File: src/rtl/dp_seq_pkg.sv
// Shared definitions for the datapath micro-sequencer: FSM states, control-word
// field positions, the idle control word and status-flag bit positions.
package dp_seq_pkg;

  typedef enum logic [2:0] {
    ST_IDLE = 3'd0,
    ST_RUN  = 3'd1,
    ST_STEP = 3'd2,
    ST_DONE = 3'd3,
    ST_HALT = 3'd4
  } seq_state_e;

  // Control word layout: {DA[15:13], AA[12:10], BA[9:7], bit6, FS/MD[5:1], bit0}
  localparam int CW_DA_LSB = 13;
  localparam int CW_AA_LSB = 10;
  localparam int CW_BA_LSB = 7;
  localparam int CW_FS_LSB = 1;

  localparam logic [15:0] DP_NOP_CW = 16'h0000;

  // Bit positions inside the {C,V,D,Z} flag vector
  localparam int FLAG_Z = 0;
  localparam int FLAG_D = 1;
  localparam int FLAG_V = 2;
  localparam int FLAG_C = 3;

endpackage

File: src/rtl/seq_prog_ram.sv
// Program store: DEPTH control words, one synchronous write port and one
// asynchronous read port so a word written on an edge is readable right after it.
module seq_prog_ram #(
  parameter int DEPTH  = 8,
  parameter int ADDR_W = 3,
  parameter int CW_W   = 16
) (
  input  logic              clk,
  input  logic              we_i,
  input  logic [ADDR_W-1:0] waddr_i,
  input  logic [CW_W-1:0]   wdata_i,
  input  logic [ADDR_W-1:0] raddr_i,
  output logic [CW_W-1:0]   rdata_o
);

  logic [CW_W-1:0] mem_q [DEPTH];

  always_ff @(posedge clk) begin
    if (we_i) begin
      mem_q[waddr_i] <= wdata_i;
    end
  end

  assign rdata_o = mem_q[raddr_i];

endmodule

File: src/rtl/datapath_sequencer.sv
// Micro-sequencer feeding the register-file datapath: stores a short program and
// issues it free-running or single-stepped, halting on a masked status-flag condition.
module datapath_sequencer
  import dp_seq_pkg::*;
#(
  parameter int              DEPTH  = 8,
  parameter int              ADDR_W = 3,
  parameter int              CW_W   = 16,
  parameter logic [CW_W-1:0] NOP_CW = CW_W'(DP_NOP_CW)
) (
  input  logic              clk,
  input  logic              reset,
  input  logic              prog_we,
  input  logic [ADDR_W-1:0] prog_addr,
  input  logic [CW_W-1:0]   prog_data,
  input  logic [ADDR_W-1:0] prog_len,
  input  logic              run,
  input  logic              step,
  input  logic              stop,
  input  logic [3:0]        flag_mask,
  input  logic              C,
  input  logic              V,
  input  logic              D,
  input  logic              Z,
  output logic [CW_W-1:0]   control_word,
  output logic              cw_valid,
  output logic [ADDR_W-1:0] pc,
  output logic              busy,
  output logic              done,
  output logic              halted,
  output logic [3:0]        halt_flags
);

  seq_state_e        state_q, state_d;
  logic [ADDR_W-1:0] pc_q, pc_d;
  logic [ADDR_W-1:0] iss_pc_q, iss_pc_d;
  logic [CW_W-1:0]   cw_q, cw_d;
  logic              vld_q, vld_d;
  logic [3:0]        hflags_q, hflags_d;
  logic              step_pend_q, step_pend_d;

  logic [CW_W-1:0]   rd_data;
  logic [3:0]        flags;
  logic              prog_ok;
  logic              flag_hit;
  logic              issue;

  assign prog_ok = (state_q == ST_IDLE) || (state_q == ST_DONE) || (state_q == ST_HALT);

  seq_prog_ram #(
    .DEPTH  (DEPTH),
    .ADDR_W (ADDR_W),
    .CW_W   (CW_W)
  ) u_ram (
    .clk     (clk),
    .we_i    (prog_we && prog_ok),
    .waddr_i (prog_addr),
    .wdata_i (prog_data),
    .raddr_i (pc_q),
    .rdata_o (rd_data)
  );

  always_comb begin
    flags         = 4'b0000;
    flags[FLAG_C] = C;
    flags[FLAG_V] = V;
    flags[FLAG_D] = D;
    flags[FLAG_Z] = Z;
  end

  // Flags reflect the word that was on the bus during the previous cycle.
  assign flag_hit = vld_q && ((flag_mask & flags) != 4'b0000);

  always_comb begin
    state_d     = state_q;
    pc_d        = pc_q;
    iss_pc_d    = iss_pc_q;
    cw_d        = NOP_CW;
    vld_d       = 1'b0;
    hflags_d    = hflags_q;
    step_pend_d = step_pend_q;
    issue       = 1'b0;

    if (stop) begin
      state_d     = ST_IDLE;
      pc_d        = '0;
      hflags_d    = 4'b0000;
      step_pend_d = 1'b0;
    end else if (flag_hit) begin
      state_d     = ST_HALT;
      hflags_d    = flags;
      step_pend_d = 1'b0;
    end else if (run) begin
      state_d     = ST_RUN;
      pc_d        = '0;
      hflags_d    = 4'b0000;
      step_pend_d = 1'b0;
    end else if (step && prog_ok) begin
      state_d     = ST_STEP;
      pc_d        = '0;
      hflags_d    = 4'b0000;
      step_pend_d = 1'b1;
    end else begin
      case (state_q)
        ST_RUN: issue = 1'b1;
        ST_STEP: begin
          // A step arriving on the issuing edge queues the following word.
          issue       = step_pend_q;
          step_pend_d = step_pend_q ? step : (step_pend_q | step);
        end
        default: issue = 1'b0;
      endcase

      if (issue) begin
        cw_d     = rd_data;
        vld_d    = 1'b1;
        iss_pc_d = pc_q;
        if (pc_q >= prog_len) begin
          state_d = ST_DONE;
        end else begin
          pc_d = pc_q + ADDR_W'(1);
        end
      end
    end
  end

  always_ff @(posedge clk) begin
    if (reset) begin
      state_q     <= ST_IDLE;
      pc_q        <= '0;
      iss_pc_q    <= '0;
      cw_q        <= NOP_CW;
      vld_q       <= 1'b0;
      hflags_q    <= 4'b0000;
      step_pend_q <= 1'b0;
    end else begin
      state_q     <= state_d;
      pc_q        <= pc_d;
      iss_pc_q    <= iss_pc_d;
      cw_q        <= cw_d;
      vld_q       <= vld_d;
      hflags_q    <= hflags_d;
      step_pend_q <= step_pend_d;
    end
  end

  assign control_word = cw_q;
  assign cw_valid     = vld_q;
  assign pc           = vld_q ? iss_pc_q : pc_q;
  assign busy         = (state_q == ST_RUN) || (state_q == ST_STEP);
  assign done         = (state_q == ST_DONE);
  assign halted       = (state_q == ST_HALT);
  assign halt_flags   = hflags_q;

endmodule
File: config.mk
export PLATFORM = sky130hd
export DESIGN_NAME = datapath_sequencer
export DESIGN_NICKNAME = d
export VERILOG_FILES = /design/src/rtl/dp_seq_pkg.sv /design/src/rtl/seq_prog_ram.sv /design/src/rtl/datapath_sequencer.sv
export SDC_FILE = /design/constraint.sdc
export NUM_CORES = 1
export LEC_CHECK = 0
export ABC_AREA = 1
export BUFFER_PORTS_ARGS = -buffer_cell sky130_fd_sc_hd__buf_4
export CORE_UTILIZATION = 35
export DETAILED_ROUTE_END_ITERATION = 12
export PLACE_DENSITY = 0.62
export SYNTH_ARGS = -nofsm -noshare
export SYNTH_HDL_FRONTEND = slang
export SYNTH_SLANG_ARGS = --single-unit
File: constraint.sdc
create_clock -name clk -period 3.8 [get_ports clk]
set_input_delay 0.19 -clock clk [delete_from_list [all_inputs] [get_ports clk]]
set_output_delay 0.19 -clock clk [all_outputs]
set_load 0.1 [all_outputs]
* After elaboration in Yosys (flattened, before gate mapping)
Memory sizes are Yosys's and may differ from the RTL's. A register that Yosys moved wholly into a read port is not among the register bits. Index checks and enable logic that the tools add are counted.
Cells by class: mux-type cells 24, equality and inequality tests 5, bitwise operators 7, magnitude comparators 1, reduce and logical (&&, ||, !) cells 26, add/sub/neg operators 1
Operator list (number):
- $mux 3 | 10
- $mux 4 | 3
- $reduce_bool 4->1 | 3
- $mux 1 | 10
- $reduce_bool 3->1 | 3
- $eq 3x2->1 const B | 2
- $reduce_and 2->1 | 3
- $reduce_bool 2->1 | 3
- $reduce_or 6->1 | 1
- $not 1->1 | 5
- $reduce_and 5->1 | 1
- $reduce_or 5->1 | 1
- $and 4x4->4 | 1
- $reduce_or 4->1 | 1
- $add 3x1->3 const B | 1
- $eq 3x1->1 const B | 1
- $eq 3x3->1 const B | 1
- $ge 3x3->1 | 1
- $logic_and 1x1->1 | 3
- $logic_not 3->1 | 1
- $logic_or 1x1->1 | 3
- $ne 3x3->1 const B | 1
- $reduce_and 3->1 | 1
- $reduce_or 3->1 | 1
- other kinds (3) | 3
Storage, ports and cells: word-level logic and storage cells 73, output and inout bits 27, input port bits 36, memories kept 1, RAM bits 128, flip-flop bits (word level) 15
Memories:
- u_ram.mem_q | depth 8, bits a word 16, rd ports 1, clocked after memory_dff 1, write ports 1, RTL line seq_prog_ram.sv:16 | logic [CW_W-1:0] mem_q [DEPTH];

* Depth between registers and ports, before layout
depth after elaboration 12, mapped depth 15

* By module
Synthesis repeated with hierarchy kept, for this count alone.
Unflattened totals: cell total of the unflattened synthesis 746, area total of the unflattened synthesis 6975.4 sq um
By module, submodules not included:
- seq_prog_ram | area an instance 5669.2 sq um, times used 1, cells an instance 571
- datapath_sequencer | area an instance 1306.3 sq um, times used 1, cells an instance 175

* Least setup slack after synthesis
Ideal clock, no wire load.
kind reg-to-output, start point register pc_q[2], end point output port pc[2], stages on the path, launching flop included 5, slack 571 ps, arrival time 3039 ps, buffers on the path 2, cells stage by stage dfxtp_1 -> buf_2 -> clkinv_1 -> clkbuf_1 -> o21ai_0
On the way: longest elaborated chain between the ends 1
Ends and longest elaborated chain:
- start, declared | RTL line datapath_sequencer.sv:35 | logic [ADDR_W-1:0] pc_q, pc_d;
- start signal, assigned | RTL line datapath_sequencer.sv:138 | pc_q <= pc_d;
- $mux 3 | RTL line datapath_sequencer.sv:149 | assign pc = vld_q ? iss_pc_q : pc_q;
- end, declared | RTL line datapath_sequencer.sv:27 | output logic [ADDR_W-1:0] pc,
Every way passes these cells.

* Worst setup path in the final report
start point register pc_q[0], end point output port pc[0]
The elaborated chain is that of the path after synthesis.

==> results.md <==
* Vias in the first global route at about 4000
* Switching Share at 20.36%
* Internal power at just over 3 mW
* I/O pin total at 63
* Met2 usage at 26.50%
* Final core utilization at about 44%
* Placed insts at 798
* All-Layer GR Usage at about 16%
* Layer with the highest usage: met2
* Yosys warnings at 0
* Post-CTS Resized at 0
* Mean Syn Cell Area at ~12 µm²
* Netlist cell types at 26
* Core Area at 0.01736 mm²
* Worst Hold Class: input pin to flip-flop
* Layout net count at ~640
* Finish-stage setup viols at 0
* Post-Synth Simple-Gate Area at roughly 12%
* Most common cell after layout, fill and taps aside: edfxtp_1
* Post-synthesis xor/xnor area fraction at 0.1405%
* Synth Area in Compound Gates at about an eighth
* Max Buffers Root-to-Sink at 2
* Largest family of logic cells by synthesized area: compound AO/OA/AOI/OAI gates
* Place WS at between 1.5 and 2 ns
* Top Family by Delay on Critical Path: buffers and inverters
* Syn_nets at 562
* Hold buffers post-CTS at 12
* Number of H-tree levels at 4
* Worst-Skew Late Latency at ~0.42 ns
* Worst hold path stage count at 1
* Clock power frac at between 40% and 50%
* CP max FO at 39
* CP most frequent cell: buf_4
* Setup bufs post-CTS at 0
* CP startpoint: pc_q[0]
* Number of flops mapped to enable cells by yosys at roughly 130
* CTS root buffer: clkbuf_16
* Initial DRC count at 312
* Die X at about 140 µm
* RSZ-0062 raised after global routing: false
* Antenna violations before repair at 0
* Area Overhead vs Synth at 22.48%
* Final non-filler cell total at roughly 840
* Worst path required time at about 3.6 ns
* Die height at around 140 µm
* Routing usage on met3 at under 10%
* Fin crit period at around 2.2 ns
* Combinational fraction of design power at 6.2%
* Setup Skew at between 0.009 and 0.01 ns
* Final Cell Area at around 0.0076 mm²
* Max-slew violations at 0
* CP endpoint: pc[0]
* Std-Cell Rows at 48
* Status: finished, final reports clean
* RR Startpoint: state_q[2]
* Crit-path max cell delay at between 0.4 and 0.5 ns
* Detailed-route wire length per cell at 16.12 µm
* Initial core utilization at about 36%
* Mapped Cells at between 500 and 600
* Reg2Reg Depth at 6
* TritonCTS Sinks at between 150 and 200
* Max-slew headroom at 56.44%
* Peak VDD IR at a little over 300 µV
* Most frequent cells in the layout: edfxtp_1, nor2_1, buf_4
* Hpwl dp at 8.035 mm
* DIE AREA at 0.01835 mm²
* CP max-delay cell: buf_4
* CTS Buf Count at 17
* Buf+Inv Stages, Crit Path at 3
* Ant diodes at 0
* I/O Buffers at 62
* WS Path Type: flip-flop to primary output
* CTS tree: built
* Seq pwr share at 50.3%
* Setup ws final at around 1.6 ns
* Via count at a little over 4000
* Critical path depth in cells at 4
* Post-Synth Adder-Cell Area at 0.8029%
* Cell Chain, Critical Path: inv_2 > buf_4 > o21ai_0 > buf_4
* Fin. Hold Viols at 0
* Pin count of the biggest net entering global routing at between 60 and 70
* Final ANT Viol Nets at 0
* First-pass GRT wire length at around 21 mm
* Post-synthesis register bit count at roughly 160
* Synth Flop Type: edfxtp_1
* Vias per cell at between 4 and 5
* Async set-or-reset flop fraction in the synthesized netlist at 0%
* DRT Pass-1 Iters at 4
* Mapped Area at roughly 0.0062 mm²
* Final period util at around 58%
* Crit path DAT at ~2.0 ns
* Net Sw Power at 777.9 µW
* Total of max-cap violations at 0
* Max Freq at 455.1 MHz
* DR DRC count at 0
* Pin slew with the least headroom to its limit at ~0.65 ns
* Startpoint Class: flip-flop
* M1 GR Usage at 19.87%
* Total Neg Setup Slack at 0 ns
* R2r endpoint: u_ram.mem_q[2][13]
* Cell Area, Placed at around 0.007 mm²
* Final GP Congestion at slightly above 0.8
* Aggregate global routing overflow at 0
* Final wirelength at between 10 and 15 mm
* Endpoint class of the critical path: primary output
* Fill count at 1582
* Post-synthesis sequential area ratio at between 70 and 80%
* Layout cells sized above 1 at between 20% and 30%
* R2r setup slk at just under 2 ns
* P_leak at 2.813 nW
* P per Cell Area at around 500 mW/mm²
* Post-synthesis mux area share at 0%
* Clk slew on worst S/H paths at 0.06 ns
sequential cells by signal (all words and copies together) (netlist names):
register      count
cw_valid          1
step_pend_q       1
pc_q              3
u_ram.mem_q     128
halt_flags        4
control_word     16
iss_pc_q          3
state_q           3
cell families (layout without fill, tap and decap cells):
family,count (synthesis),in the layout
flip-flops,159,159
XOR/XNOR,1,1
buffers and inverters,47,142
AND/OR/NAND/NOR,179,179
AO/OA/AOI/OAI,132,132
adder cells (fa/ha/maj),4,4
synth_stat cells, drive strengths merged, types with 4 or more instances:
cell type / number / area (µm²)
buf: 15 / 112.6
o22ai: 32 / 200.2
dfxtp: 31 / 620.6
nand3: 11 / 67.57
o21ai: 71 / 366.6
a21oi: 27 / 172.7
clkbuf: 10 / 37.54
nor2: 86 / 330.3
edfxtp: 128 / 3844
nand2: 80 / 315.3
inv: 21 / 78.83
ha: 4 / 50.05
through the flow:
step,total power [mW],hold WS [ns]
floorplan,2.100,0.2889
global placement,2.182,0.4224
detailed placement,2.189,0.4313
CTS,3.860,0.0001999
global route,3.949,0.004329
finish,3.820,0.01900
layer usage:
| metal | share of wire [%] | up-vias | wire, µm |
|---|---|---|---|
| li1 | - | 2017 | - |
| met1 | 44 | 1979 | 5989 |
| met2 | 50 | 127 | 6730 |
| met3 | 5.2 | 10 | 701 |
| met4 | 1.1 | 0 | 152 |
| met5 | 0 | - | 0 |
how the worst min path moves through the flow:
stage                       start  slack [ns]            endpoint
floorplan            prog_data[0]        0.29   u_ram.mem_q[0][0]
global placement    prog_data[10]        0.42  u_ram.mem_q[7][10]
detailed placement   prog_data[9]        0.43   u_ram.mem_q[2][9]
CTS                 prog_data[13]      0.0002  u_ram.mem_q[5][13]
global route        prog_data[13]       0.004  u_ram.mem_q[7][13]
finish              prog_data[13]        0.02  u_ram.mem_q[7][13]
layout make-up:
cell class | instances | area [µm²] | share of cell area [%]
clock buffers | 26 | 469.2 | 6.146
clock inverters | 6 | 108.9 | 1.426
inverters | 22 | 82.58 | 1.082
multi-input cells | 316 | 1536 | 20.12
flip-flops and latches | 159 | 4466 | 58.49
well taps | 225 | 281.5 | 3.687
repair buffers | 88 | 690.7 | 9.046
power by group through the flow:
stage | Clock, mW | Sequential (mW) | Combinational (mW)
3_5_place_dp | 0 | 1.96 | 0.230
6_report | 1.66 | 1.92 | 0.238
4_1_cts | 1.70 | 1.92 | 0.241
5_1_grt | 1.76 | 1.92 | 0.264
2_1_floorplan | 0 | 1.97 | 0.132
3_3_place_gp | 0 | 1.96 | 0.224
No activity file was read; power rests on OpenSTA's default activity.
